<file path="src/rtl/ascensor_pkg.sv">
// Shared elevator definitions: door status encoding, door-control
// command codes and motor drive codes.
package ascensor_pkg;

    // Door status; the encoding is what appears on the puertas output.
    typedef enum logic [1:0] {
        PUERTA_CERRADA  = 2'b00,
        PUERTA_ABIERTA  = 2'b01,
        PUERTA_CERRANDO = 2'b10,
        PUERTA_ABRIENDO = 2'b11
    } puerta_t;

    // Door-control commands (11 is treated as CMD_NADA).
    localparam logic [1:0] CMD_NADA   = 2'b00;
    localparam logic [1:0] CMD_ABRIR  = 2'b01;
    localparam logic [1:0] CMD_CERRAR = 2'b10;

    // Motor drive codes.
    localparam logic [1:0] MOTOR_PARO   = 2'b00;
    localparam logic [1:0] MOTOR_ABRIR  = 2'b01;
    localparam logic [1:0] MOTOR_CERRAR = 2'b10;

endpackage

</file>
<file path="src/rtl/actuador_puertas_contador_sat.sv">
// Saturating up-counter with synchronous clear; used for the door
// open-hold time.
module contador_sat #(
    parameter int MAX = 100,
    parameter int W   = $clog2(MAX + 1)
) (
    input  logic         clk,
    input  logic         reset_n,
    input  logic         clr,
    input  logic         en,
    output logic [W-1:0] valor,
    output logic         lleno
);

    localparam logic [W-1:0] VALOR_MAX = W'(MAX);

    // Count up while enabled, stop at MAX; clear has priority.
    always_ff @(posedge clk or negedge reset_n) begin
        // NOTE: registers take non-blocking assignments so every flop samples pre-edge values.
        if (!reset_n) begin
            valor <= '0;
        end else if (clr) begin
            valor <= '0;
        end else if (en && (valor != VALOR_MAX)) begin
            valor <= valor + 1'b1;
        end
    end

    assign lleno = (valor == VALOR_MAX);

endmodule

</file>
<file path="src/rtl/actuador_puertas.sv">
// Door actuator: runs the door through its travel with a position
// counter, reports door status and the open-hold timeout, drives the motor.
// Optional feature: define ACTUADOR_REVERSA_SENSOR_EN so the obstruction
// sensor reverses a closing door and restarts the open-hold time.
module actuador_puertas
    import ascensor_pkg::*;
#(
    parameter int T_RECORRIDO = 8,
    parameter int T_ABIERTA   = 100
) (
    input  logic       clk,
    input  logic       reset_n,
    input  logic [1:0] salida_puertas,
    input  logic       sensor,
    input  logic       moviendo,
    output logic [1:0] puertas,
    output logic       timeout,
    output logic [1:0] motor
);

    localparam int POS_W  = $clog2(T_RECORRIDO + 1);
    localparam int HOLD_W = $clog2(T_ABIERTA + 1);

    localparam logic [POS_W-1:0] POS_ABIERTA = POS_W'(T_RECORRIDO);
    localparam logic [POS_W-1:0] POS_ULTIMO  = POS_W'(T_RECORRIDO - 1);
    localparam logic [POS_W-1:0] POS_UNO     = POS_W'(1);

    puerta_t            estado, estado_sig;
    logic [POS_W-1:0]   pos, pos_sig;
    logic [HOLD_W-1:0]  hold;
    logic               hold_lleno;
    logic               cmd_abrir, cmd_cerrar;
    logic               reversa, sensor_hold, hold_clr;

    assign cmd_abrir  = (salida_puertas == CMD_ABRIR);
    assign cmd_cerrar = (salida_puertas == CMD_CERRAR);

`ifdef ACTUADOR_REVERSA_SENSOR_EN
    assign reversa     = cmd_abrir | sensor;
    assign sensor_hold = sensor;
`else
    // The obstruction sensor is deliberately ignored in this build.
    assign reversa     = cmd_abrir;
    assign sensor_hold = sensor & 1'b0;
`endif

    // Hold time only runs while fully open; any other state keeps it at zero
    // so entering ABIERTA always starts from a fresh count.
    assign hold_clr = (estado != PUERTA_ABIERTA) | cmd_abrir | sensor_hold;

    contador_sat #(
        .MAX (T_ABIERTA),
        .W   (HOLD_W)
    ) u_hold (
        .clk     (clk),
        .reset_n (reset_n),
        .clr     (hold_clr),
        .en      (estado == PUERTA_ABIERTA),
        .valor   (hold),
        .lleno   (hold_lleno)
    );

    // State and door position registers.
    always_ff @(posedge clk or negedge reset_n) begin
        if (!reset_n) begin
            estado <= PUERTA_CERRADA;
            pos    <= '0;
        end else begin
            estado <= estado_sig;
            pos    <= pos_sig;
        end
    end

    // Next state and next position from the current state and command.
    always_comb begin
        // NOTE: defaults first so every path assigns both signals and no latch is inferred.
        estado_sig = estado;
        pos_sig    = pos;
        case (estado)
            PUERTA_CERRADA: begin
                pos_sig = '0;
                if (cmd_abrir && !moviendo) estado_sig = PUERTA_ABRIENDO;
            end
            PUERTA_ABRIENDO: begin
                // ">=" also finishes a reversal taken at the very top of travel,
                // keeping pos within 0..T_RECORRIDO.
                if (pos >= POS_ULTIMO) begin
                    estado_sig = PUERTA_ABIERTA;
                    pos_sig    = POS_ABIERTA;
                end else begin
                    pos_sig = pos + 1'b1;
                end
            end
            PUERTA_ABIERTA: begin
                pos_sig = POS_ABIERTA;
                if (cmd_cerrar) estado_sig = PUERTA_CERRANDO;
            end
            PUERTA_CERRANDO: begin
                // Reversal wins over completion; position is held on that cycle.
                if (reversa) begin
                    estado_sig = PUERTA_ABRIENDO;
                end else if (pos <= POS_UNO) begin
                    estado_sig = PUERTA_CERRADA;
                    pos_sig    = '0;
                end else begin
                    pos_sig = pos - 1'b1;
                end
            end
            default: begin
                estado_sig = PUERTA_CERRADA;
                pos_sig    = '0;
            end
        endcase
    end

    // Outputs decoded from registers only.
    always_comb begin
        puertas = estado;
        timeout = (estado == PUERTA_ABIERTA) && hold_lleno;
        case (estado)
            PUERTA_ABRIENDO: motor = MOTOR_ABRIR;
            PUERTA_CERRANDO: motor = MOTOR_CERRAR;
            default:         motor = MOTOR_PARO;
        endcase
    end

endmodule
</file>
<file path="config.mk">
export PLATFORM = sky130hd
export DESIGN_NAME = actuador_puertas
export DESIGN_NICKNAME = d
export VERILOG_FILES = /design/src/rtl/ascensor_pkg.sv /design/src/rtl/actuador_puertas_contador_sat.sv /design/src/rtl/actuador_puertas.sv
export SDC_FILE = /design/constraint.sdc
export NUM_CORES = 1
export LEC_CHECK = 0
export CAP_MARGIN = 10
export CORE_AREA = 2 2 41 58
export DETAILED_ROUTE_END_ITERATION = 16
export DIE_AREA = 0 0 43 60
export PLACE_DENSITY = 0.65
export SYNTH_ARGS = -nofsm -noshare
export SYNTH_HDL_FRONTEND = slang
export SYNTH_SLANG_ARGS = --single-unit
export TNS_END_PERCENT = 100
</file>
<file path="constraint.sdc">
create_clock -name clk -period 1.6 [get_ports clk]
set_input_delay 0.32 -clock clk [delete_from_list [all_inputs] [get_ports clk]]
set_output_delay 0.32 -clock clk [all_outputs]
set_load 0.03 [all_outputs]
</file>
==> impl_metrics.csv <==
group,metric,value,unit
outcome,status,"finished, violations left",
outcome,violations,"negative setup slack",
clock_tree,ctsLongestPathBuffers,2,
synthesis,synth-seq-area-share,37.7,%
route,dr.first_iter.drc_count,16,
route,drt-pass1-iter-count,5,
global_route,grt_max_degree,14,
cells_and_area,antenna_cells,0,
timing,period_share,112,%
synthesis,ys_top_cells_by_area,"dfrtp_1, ha_1, xor2_1",
worst_setup_path,path_max_fanout,2,
worst_hold_path,hp-class,"input port to async pin",
worst_setup_path,worstSetupStartpointType,"flop",
cells_and_area,nets,126,
clock_tree,cts_htree_levels,1,
timing,setup_viol,1,
power,finalPower,1.62,mW
synthesis,synth_top_area_share,37.7,%
cells_and_area,design_area,1080,um2
route,ant_nets,0,
route,routedWlPerCell,13.7,um
worst_setup_path,worst_setup_path_end_kind,"output port",
synthesis,synth.avg_cell_area,9.27,um2
timing,worst_slack,-0.191,ns
clock_tree,cts-root-buf,"clkbuf_4",
global_route,busiest_layer,"met2",
clock_tree,numClockSinks,13,
flow_run,drv_cap,0,
place,portBuffers,9,
clock_tree,hold_buffers,0,
floorplan,num_rows,20,
synthesis,yosys.area.top_type,"dfrtp_1",
worst_setup_path,rr_worst_depth,6,
cells_and_area,final_common_cell,"buf_4",
synthesis,ys_seq_elements,13,
worst_setup_path,path_class,"flop to output port",
synthesis,yosysWarnings,0,
timing,min_period,1.79,ns
global_route,antenna_found_initial,0,
synthesis,synth_cells,93,
synthesis,synth_nets,104,
cells_and_area,stdcell_count,136,
power,power_density,1500,nW/um2
global_route,grt_pass1_wl,3140,um
synthesis,syn-cell-area,862,um2
global_route,grtUsageTotal,16.5,%
global_route,grt_pass1_vias,744,
cells_and_area,drive_above_1_share,23.7,%
cells_and_area,multi_input_area,497,um2
route,vias,756,
place,dpl_cell_area,1030,um2
power,leakagePower,0.543,nW
floorplan,die_w,43,um
cells_and_area,mostFrequentLayoutCells,"buf_4, dfrtp_1, nor2_1, nand2_1",
global_route,use_met2,31.6,%
floorplan,start_util,41.0,%
floorplan,die_h,60,um
route,drcViolationCount,0,
floorplan,dieArea,2580,um2
timing,fin_worst_skew,0.000708,ns
timing,tns,-0.191,ns
cells_and_area,seq_area,325,um2
clock_tree,cts_tree,"built",
cells_and_area,syn2layout_area_growth,25.7,%
timing,worst_pin_slew,0.346,ns
timing,hold_violations,0,
timing,rsz0062_at_grt,"true",
global_route,grt_use_met3,1.81,%
cells_and_area,fill_cells,219,
place,place_hpwl,1410,um
timing,fmax,0.559,GHz
place,gp_congestion,0.841,
timing,slew_violations,0,
timing,slew_headroom,76.9,%
place,numPlacedInstances,131,
floorplan,ioPinCount,11,
worst_setup_path,worstPathArrival,1.47,ns
clock_tree,cts-buffers-inserted,3,
synthesis,synthDistinctLibCells,35,
clock_tree,clkLatencyLatePin,0.28,ns
power,ir_drop,0.894,mV
worst_setup_path,crit_required,1.28,ns
route,drt-total-wl,1870,um
floorplan,coreArea,2100,um2
global_route,gr-total-overflow,0,
clock_tree,cts.clk_slew.worst_paths,0.08,ns
route,via_per_inst,5.56,
global_route,use_met1,17.0,%
==> report_power, final <==
part / switching (mW) / internal (mW) / leakage [nW] / total (mW)
registers: 0.108 / 0.404 / 0.175 / 0.512
logic: 0.499 / 0.405 / 0.353 / 0.904
clock network: 0.108 / 0.0968 / 0.0150 / 0.205
==> flip-flops by register name, indices dropped and copies added (netlist names) <==
signal / flops
pos: 4
puertas: 2
u_hold.valor: 7
==> layout make-up <==
class	instances	area share, %
clock buffers	4	2.42
inverters	7	2.42
multi-input cells	68	45.8
flip-flops and latches	13	30.0
well taps	22	2.54
repair buffers	22	16.7
==> through the flow <==
stage	hold WS (ns)	util [%]	setup slack, ns
2_1_floorplan	0.0244	-	0.0119
3_3_place_gp	0.542	49.0	-0.0264
3_5_place_dp	0.559	49.0	-0.0740
4_1_cts	0.353	51.0	-0.203
5_1_grt	0.358	51.5	-0.256
6_report	0.348	51.5	-0.191
==> timing repair <==
item,4_1_cts,5_1_grt
buffers inserted,0,1
setup endpoints to repair,3,2
pin swaps,1,0
gates cloned,0,0
gates resized for setup,7,1
hold endpoints to repair,0,0
==> logic make-up after synthesis <==
kind of cell / Yosys count / share of synthesized area (%)
AND/OR/NAND/NOR: 35 / 23.2
AO/OA/AOI/OAI: 20 / 16.7
flip-flops: 13 / 37.7
buffers and inverters: 12 / 6.82
XOR/XNOR: 7 / 7.11
adder cells (fa/ha/maj): 5 / 7.26
multiplexers: 1 / 1.16
==> worst paths after layout <==
check / startpoint / to / slack, ns
worst max-delay path: u_hold.valor[0] / timeout / -0.19
worst min-delay path: reset_n / u_hold.valor[0] / 0.35
worst max register to register: pos[0] / puertas[1] / 0.09
worst min register to register: u_hold.valor[2] / u_hold.valor[2] / 0.56
max in group asynchronous: reset_n / puertas[0] / 1.09
min in group clk: u_hold.valor[2] / u_hold.valor[2] / 0.56
==> worst max-delay path, stage by stage (launching register included) <==
cell and delay, ns:
dfrtp_1 0.39, inv_2 0.08, ha_4 0.14, nand4b_4 0.10, nor3b_4 0.19, and2_4 0.16, buf_6 0.12
==> synth_stat cells <==
master and n:
ha_1 5, nor3_1 5, and2_2 1, xnor2_1 3, buf_6 1, a211o_1 1, nand3_1 5, nor2b_1 3
buf_2 2, and3_1 1, a2bb2oi_1 1, o31ai_1 1, a211oi_1 2, a21oi_1 3, nand2_1 7, o21ai_0 2
nor3b_4 1, xor2_1 4, nand4b_4 1, inv_1 7, a32oi_1 1, a211oi_2 1, dfrtp_1 13, nand2b_1 1
o21a_1 1, o21ai_1 1, buf_4 1, mux2i_1 1, a21o_1 2, nor2_1 9, clkbuf_1 1, a311oi_1 1
nand4b_1 1, o32ai_1 1, a31oi_1 2
==> metal layers <==
metal | vias to the layer above | wire, um
met3 | 4 | 59
met1 | 367 | 710
met5 | - | 0
met2 | 17 | 1070
met4 | 0 | 27
li1 | 368 | -
Note: power is estimated with default switching activity, not from simulation.
